[src/rtl/ctrl_pkg.sv]
// ctrl_pkg: command word layout, sequencer states and repeat-count helper
// shared by the sequencer and by anything that writes the command ROM.
package ctrl_pkg;
   localparam int CNT_HI = 31;
   localparam int CNT_LO = 26;
   localparam int FIN_BIT = 25;
   localparam int RA_HI = 24;
   localparam int RA_LO = 18;
   localparam int RB_HI = 17;
   localparam int RB_LO = 11;
   localparam int CMD_HI = 10;
   localparam int CMD_LO = 0;
   typedef enum logic [1:0] {IDLE, LOAD, FILL, RUN} state_t;
   typedef struct packed {
      logic [CNT_HI-CNT_LO:0] cnt;
      logic fin;
      logic [RA_HI-RA_LO:0] ram_a;
      logic [RB_HI-RB_LO:0] ram_b;
      logic [CMD_HI-CMD_LO:0] cmd;
   } cmd_word_t;
   // A zero count still issues the following word once.
   function automatic logic [5:0] rep(input logic [5:0] cnt);
      return cnt == 6'd0 ? 6'd1 : cnt;
   endfunction
endpackage

[src/rtl/ctrl_seq.sv]
// ctrl_seq: microcode sequencer; fetches a header plus command words from a
// one-cycle-latency ROM and issues each command back-to-back with repeats.
module ctrl_seq
   import ctrl_pkg::*;
#(
   parameter int ADDR_W = 10
) (
   input  logic              clk,
   input  logic              reset,
   input  logic              start,
   input  logic [ADDR_W-1:0] entry,
   input  logic              hold,
   output logic [ADDR_W-1:0] rom_addr,
   input  logic [31:0]       rom_q,
   output logic              cmd_valid,
   output logic [10:0]       cmd,
   output logic [6:0]        ram_a,
   output logic [6:0]        ram_b,
   output logic              busy,
   output logic              done
);
   state_t state, state_n;
   logic [ADDR_W-1:0] pc, pc_n;
   cmd_word_t ir, ir_n, q;
   logic [5:0] rem, rem_n;
   logic done_n;
   assign q = cmd_word_t'(rom_q);
   // The ROM is addressed with next pc so rom_q always holds word[pc].
   always_comb begin
      state_n = state;
      pc_n = pc;
      ir_n = ir;
      rem_n = rem;
      done_n = 1'b0;
      case (state)
         IDLE: if (start) begin
            state_n = LOAD;
            pc_n = entry;
         end
         LOAD: begin
            rem_n = rep(q.cnt);
            pc_n = pc + 1'b1;
            state_n = FILL;
         end
         FILL: begin
            ir_n = q;
            pc_n = pc + 1'b1;
            state_n = RUN;
         end
         RUN: if (!hold) begin
            if (rem > 6'd1) rem_n = rem - 6'd1;
            else if (ir.fin) begin
               state_n = IDLE;
               done_n = 1'b1;
            end else begin
               ir_n = q;
               rem_n = rep(ir.cnt);
               pc_n = pc + 1'b1;
            end
         end
      endcase
      if (reset) pc_n = '0;
   end
   always_ff @(posedge clk) begin
      if (reset) begin
         state <= IDLE;
         pc <= '0;
         ir <= '0;
         rem <= '0;
         done <= 1'b0;
      end else begin
         state <= state_n;
         pc <= pc_n;
         ir <= ir_n;
         rem <= rem_n;
         done <= done_n;
      end
   end
   assign rom_addr = pc_n;
   assign cmd_valid = state == RUN && !hold;
   assign busy = state != IDLE;
   assign cmd = ir.cmd;
   assign ram_a = ir.ram_a;
   assign ram_b = ir.ram_b;
endmodule

[config.mk]
export PLATFORM = sky130hd
export DESIGN_NAME = ctrl_seq
export DESIGN_NICKNAME = d
export VERILOG_FILES = /design/src/rtl/ctrl_pkg.sv /design/src/rtl/ctrl_seq.sv
export SDC_FILE = /design/constraint.sdc
export NUM_CORES = 1
export LEC_CHECK = 0
export CAP_MARGIN = 40
export CORE_MARGIN = 1.5
export CORE_UTILIZATION = 44
export CTS_CLUSTER_DIAMETER = 30
export DETAILED_ROUTE_END_ITERATION = 6
export PLACE_DENSITY = 0.77
export RECOVER_POWER = 50
export SLEW_MARGIN = 20
export SYNTH_ARGS = -nofsm -noshare
export SYNTH_HDL_FRONTEND = slang
export SYNTH_SLANG_ARGS = --single-unit
[constraint.sdc]
create_clock -name clk -period 1.9 [get_ports clk]
set_input_delay 0.38 -clock clk [delete_from_list [all_inputs] [get_ports clk]]
set_output_delay 0.38 -clock clk [all_outputs]
set_load 0.01 [all_outputs]
==> impl_metrics.yaml, run 1 <==
synth:
  synth.top_cell.area_share_pct: 32.92
  synth_ff_type: "dfxtp_1"
  seq_area_frac_synth_pct: 32.92
  synth_edf_count: 0
  yosysTopAreaCell: "dfxtp_1"
  synth.distinct_cells: 59
  synth.ff_latch_count: 51
  synth_warnings: 0
  yosys.cell_count.top_type: "dfxtp_1"
  ys_async_sr_fraction_pct: 0
  syn_inst: 376
  synth.cell_area_um2: 3102
  synth_nets: 430
  synthTopCellsByCount: "dfxtp_1 (51), a21oi_1 (43), nand2_1 (42)"
  avgSynthCellArea_um2: 8.249
  synth_area_leaders: "dfxtp_1 (33%), nand3b_1 (7.5%), a21oi_1 (6.9%), buf_4 (6.1%), nand2_1 (5.1%)"
place:
  pre_cts_ws_ns: -0.9432
  dp_hpwl_um: 6852
  gp_congestion: 0.9320
  numPortBuffers: 83
cts:
  htreeDepth: 2
  clkTransAtPathRegs_ns: 0.11
  cts-root-buf: "clkbuf_8"
  clockBufferDepth: 2
  cts-buffers-inserted: 5
  cts_tree: "done"
  cts_hold_buf: 0
  clk_latency_ns: 0.32
  cts.sinks: 51
drt:
  drtIter0Drc: 479
  firstDrtPassIters: 5
  drc: 0
  wl_per_cell_um: 21.38
  viasPerCell: 6.139
  ant_nets: 0
  num_vias: 3843
  wl_um: 13390
sta:
  finalHoldViolations: 0
  report.final.setup_viol: 53
  fin_ws_ns: -0.7628
  fin_worst_skew_ns: 0.01162
  slew_violations: 0
  rsz0062_at_grt: "true"
  tightestPinTransition_ns: 0.4150
  slew_headroom_pct: 72.10
  timing.final.crit_share_pct: 140.1
  fin_crit_ns: 2.663
  max_freq_mhz: 375.6
cells_and_area:
  multi_input_area_um2: 2202
  fillCellCount: 381
  syn_to_final_growth_pct: 73.90
  nNetsFinal: 583
  seqCellArea_um2: 1037
  drive_gt1_share_pct: 41.70
  diodes: 0
critical_path:
  worstPathRequired_ns: 1.52
  critPathBufInv: 3
  crit_chain: "or3_4, o41ai_2, buf_4, and3_4, buf_4, a221oi_2, buf_2"
  critPathKind: "flip-flop to primary output"
  r2r_slack_ns: -0.38
  rr_worst_depth: 13
  crit_start: "rem[3]$_SDFFE_PP0P_"
  worst_setup_path_start_kind: "flip-flop"
  critPathMaxStageDelay_ns: 0.45
  cp_common_cell: "buf_4"
  cp_top_family: "simple AND/OR/NAND/NOR gates"
  rr_endpoint: "cmd[9]$_SDFFE_PP0P_"
  worst-path-max-fanout: 5
  arrival_ns: 2.28
  cp_slowest_cell: "or3_4"
  end_kind: "primary output"
  reg2reg_from: "rem[1]$_SDFFE_PP0P_"
die:
  chipHeight_um: 86.96
  start_util_pct: 45.65
  ioPinCount: 84
  fp.dieArea_um2: 7562
  die_w_um: 86.96
  core_area_um2: 6794
  row_count: 30
grt:
  antenna_found_initial: 0
  track_usage_pct: 30.85
  grt_max_degree: 32
  grt_pass1_wl_um: 18340
  grt_overflow: 0
  grt_pass1_vias: 3684
run_status:
  status: "complete, but fails checks"
  violations: "setup timing"
pwr:
  power_per_cell_area_nw_per_um2: 1631
  p_leak_nw: 2.089
  ir_drop_mv: 1.107
  power_mw: 8.800
hold_path:
  holdPathStages: 2
  hold_path.class: "flip-flop to flip-flop"
  holdPathEnd: "cmd[0]$_SDFFE_PP0P_"
  worstHoldStart: "cmd[0]$_SDFFE_PP0P_"
flow_run:
  drv_cap: 0
-- flip-flops by register name (all words and copies together), names as in the netlist --
name,count
cmd,11
done,1
ir,7
pc,10
ram_a,7
ram_b,7
rem,6
state,2
-- per-layer routing --
layer  wire length, um  share of wire, %  up-vias  global-route usage [%]
met3               899               6.7       88                   4.550
met5                 0                 0        -                       0
li1                  -                 -     1667                       -
met1              5005                37     1836                   37.35
met4               860               6.4        0                   13.78
met2              6621                49      252                   53.84
-- cell families (layout without fill, tap and decap cells) --
| group | after synthesis | in the layout | synth area share, % |
|---|---|---|---|
| mux | 10 | 10 | 3.227 |
| flops | 51 | 51 | 32.92 |
| compound gates | 110 | 110 | 24.85 |
| fa+ha+maj | 8 | 8 | 3.227 |
| xor+xnor | 5 | 5 | 1.412 |
| simple gates | 130 | 130 | 23.32 |
| buf+inv | 62 | 216 | 11.05 |
-- cells in the final DEF, fill, tap and decap left out, types with 3 or more instances in the layout --
cell             instances
a21oi_1                 27
o21ai_0                  7
dfxtp_2                  4
a31oi_4                  3
a311oi_2                 4
a31o_4                   3
buf_2                   10
buf_4                   89
o211ai_1                 3
inv_1                    5
nand3_1                  4
nand2_1                 39
xor2_1                   3
buf_6                   16
buf_12                   7
nand3b_1                31
nor2_1                  10
nor3_1                  12
a21oi_2                 15
dfxtp_1                 44
a211oi_2                 3
o31a_1                   4
clkdlybuf4s50_1         69
nand2b_1                 8
buf_16                   5
clkbuf_8                 5
inv_4                    4
mux2i_1                 10
dfxtp_4                  3
ha_4                     6
-- worst register-to-register path: stages (launching register included) --
cell and delay, ns:
dfxtp_2 0.38, inv_4 0.06, ha_4 0.16, buf_4 0.14
o21ba_4 0.22, buf_6 0.12, buf_6 0.13, a31oi_4 0.26
buf_6 0.15, buf_6 0.11, buf_12 0.10, buf_16 0.11
nand3b_1 0.13, a21oi_1 0.09
-- area by class of cell --
type / count / share of cell area, %
Multi-Input combinational cell: 263 / 40.83
Sequential cell: 51 / 19.23
Tap cell: 96 / 2.227
Timing Repair Buffer: 199 / 35.10
Inverter: 9 / 0.8119
Clock buffer: 5 / 1.276
Clock inverter: 3 / 0.5335
-- what timing repair did --
item,4_1_cts,5_1_grt
setup buffers,23,4
cloned,6,0
pin swaps,27,26
setup endpoints to repair,45,56
resized for setup,113,43
-- through the flow --
| step | instance area (um2) | util [%] | setup TNS [ns] | instances | hold slack (ns) |
|---|---|---|---|---|---|
| after floorplan | 3184 | - | -0.7580 | 376 | 0.4317 |
| after global placement | 4547 | 66.92 | -16.12 | 590 | 0.4376 |
| after detailed placement | 4547 | 66.92 | -17.98 | 590 | 0.4443 |
| after CTS | 5229 | 76.96 | -8.182 | 626 | 0.4572 |
| after global routing | 5394 | 79.39 | -16.43 | 626 | 0.4810 |
| final | 5394 | 79.39 | -14.91 | 626 | 0.4545 |
-- power by group --
group          switching [mW]  internal (mW)  total [mW]
Combinational            3.13           3.30        6.43
Sequential              0.269           1.40        1.67
Clock                   0.424          0.274       0.698
-- how the worst max path moves through the flow --
stage                     slack (ns)          end  cells after the start
after global routing           -0.75  rom_addr[6]                      7
after CTS                      -0.57  rom_addr[7]                      9
after global placement         -0.84  rom_addr[4]                      6
final                          -0.76  rom_addr[6]                      7
after floorplan                -0.21  rom_addr[6]                      6
after detailed placement       -0.94  rom_addr[0]                      6
Power figures use the tool's default switching activity.
==> run 2: changes to the inputs <==
Settings changed: CORE_UTILIZATION 44 to 45, PLACE_DENSITY 0.77 to 0.75.
Clock period 1.9 ns to 2.7 ns, I/O delays scaled along.
==> impl_metrics.yaml, run 2 (synthesized netlist as in run 1, its figures left out) <==
place:
  dp_hpwl_um: 6079
  gp_congestion: 0.8499
  pre_cts_ws_ns: -0.5073
  place_inst: 540
  numPortBuffers: 83
critical_path:
  rr_worst_depth: 13
  cp.depth: 7
  worst_setup_path_start_kind: "flip-flop"
  crit_chain: "inv_1, ha_2, buf_12, a21oi_1, a221o_1, a21oi_1, dlygate4sd2_1"
  worstPathRequired_ns: 2.16
  end_kind: "primary output"
  critPathBufInv: 3
  cp_slowest_cell: "dfxtp_2"
  arrival_ns: 2.13
  critPathMaxStageDelay_ns: 0.34
  cp_common_cell: "a21oi_1"
  critPathKind: "flip-flop to primary output"
  cp_top_family: "buffers and inverters"
  worst-path-max-fanout: 23
grt:
  grt_max_degree: 63
  grt_overflow: 0
  track_usage_pct: 24.19
  grt_pass1_wl_um: 14460
  antenna_found_initial: 0
  grt_pass1_vias: 3009
die:
  chipHeight_um: 86.02
  core_area_um2: 6719
  row_count: 30
  ioPinCount: 84
  die_w_um: 86.02
  start_util_pct: 46.16
  fp.dieArea_um2: 7399
cts:
  clk_latency_ns: 0.32
  cts.sinks: 51
  cts-buffers-inserted: 5
  htreeDepth: 2
  cts_tree: "done"
  cts-root-buf: "clkbuf_8"
  clockBufferDepth: 2
  cts_hold_buf: 0
  clkTransAtPathRegs_ns: 0.10
cells_and_area:
  final_common_cell: "clkdlybuf4s50_1"
  diodes: 0
  syn_to_final_growth_pct: 43.49
  final_cell_mix: "clkdlybuf4s50_1 (71), buf_4 (58), dfxtp_1 (47)"
  nNetsFinal: 527
  drive_gt1_share_pct: 23.84
  largest_reg_flops: 11
  fillCellCount: 572
  instances_no_fill: 554
flow_run:
  drv_cap: 0
sta:
  fin_worst_skew_ns: 0.006163
  fin_crit_ns: 2.667
  max_freq_mhz: 375.0
  finalHoldViolations: 0
  slew_violations: 0
  timing.final.crit_share_pct: 98.76
  finalSetupTns_ns: 0
  report.final.setup_viol: 0
  rsz0062_at_grt: "true"
  fin_ws_ns: 0.03342
  tightestPinTransition_ns: 0.5097
  slew_headroom_pct: 65.86
run_status:
  status: "finished, final reports clean"
drt:
  firstDrtPassIters: 5
  ant_nets: 0
  num_vias: 3183
  wl_per_cell_um: 16.00
  viasPerCell: 5.745
  wl_um: 8864
  drtIter0Drc: 246
  drc: 0
hold_path:
  holdPathStages: 2
  hold_path.class: "flip-flop to flip-flop"
pwr:
  ir_drop_mv: 0.8567
  p_leak_nw: 1.661
  power_per_cell_area_nw_per_um2: 1060
-- run 2: path summary, 6_finish.rpt --
| kind | startpoint | slack [ns] | endpoint |
|---|---|---|---|
| min | ram_b[4]$_SDFFE_PP0P_ | 0.45 | ram_b[4]$_SDFFE_PP0P_ |
| max | state[0]$_SDFFE_PP0P_ | 0.03 | rom_addr[2] |
| min reg2reg | ram_b[4]$_SDFFE_PP0P_ | 0.45 | ram_b[4]$_SDFFE_PP0P_ |
| max reg2reg | rem[0]$_SDFFE_PP0P_ | 0.39 | pc[4]$_SDFF_PP0_ |
-- run 2: final cells by class --
class	instances	area (um2)	share of cell area, %
Multi-Input combinational cell	263	1916	43.04
Clock inverter	3	26.28	0.5904
Timing Repair Buffer	143	1272	28.59
Clock buffer	5	68.82	1.546
Sequential cell	51	1028	23.11
Inverter	9	38.79	0.8715
Tap cell	80	100.1	2.249
-- run 2: metrics by stage --
stage / instance area [um2] / power (mW) / utilization (%) / hold WS, ns
floorplan: 3102 / 2.786 / - / 0.4317
global placement: 4164 / 3.828 / 61.97 / 0.4366
detailed placement: 4164 / 3.892 / 61.97 / 0.4437
CTS: 4380 / 4.552 / 65.20 / 0.4592
global route: 4451 / 5.021 / 66.24 / 0.4772
finish: 4451 / 4.719 / 66.24 / 0.4533
-- run 2: routing by layer --
metal | GRT usage [%] | wire (um) | vias to the layer above
met3 | 4.812 | 573 | 16
met2 | 38.58 | 4212 | 124
met5 | 0 | 0 | -
met1 | 32.58 | 3904 | 1492
li1 | - | - | 1551
met4 | 8.504 | 173 | 0
-- run 2: timing repair --
| action | 4_1_cts | 5_1_grt |
|---|---|---|
| pin swaps | 10 | 6 |
| buffers inserted | 6 | 1 |
| gates cloned | 0 | 0 |
| resized for setup | 44 | 24 |
| setup endpoints to repair | 10 | 10 |
-- run 2: worst reg2reg max path, cell delays in order (launching register included) --
cell and delay [ns]:
dfxtp_4 0.40, inv_4 0.04, ha_4 0.16, o21bai_4 0.19, buf_4 0.15, or4_1 0.10, o211ai_1 0.13, buf_4 0.16
buf_4 0.12, buf_4 0.12, buf_4 0.12, buf_4 0.12, buf_4 0.12, a221oi_1 0.28
-- run 2: report_power, final --
part / switching (mW) / internal [mW] / total [mW]
Sequential: 0.170 / 0.976 / 1.15
Combinational: 1.55 / 1.55 / 3.10
Clock: 0.287 / 0.191 / 0.478
Total: 2.00 / 2.72 / 4.72
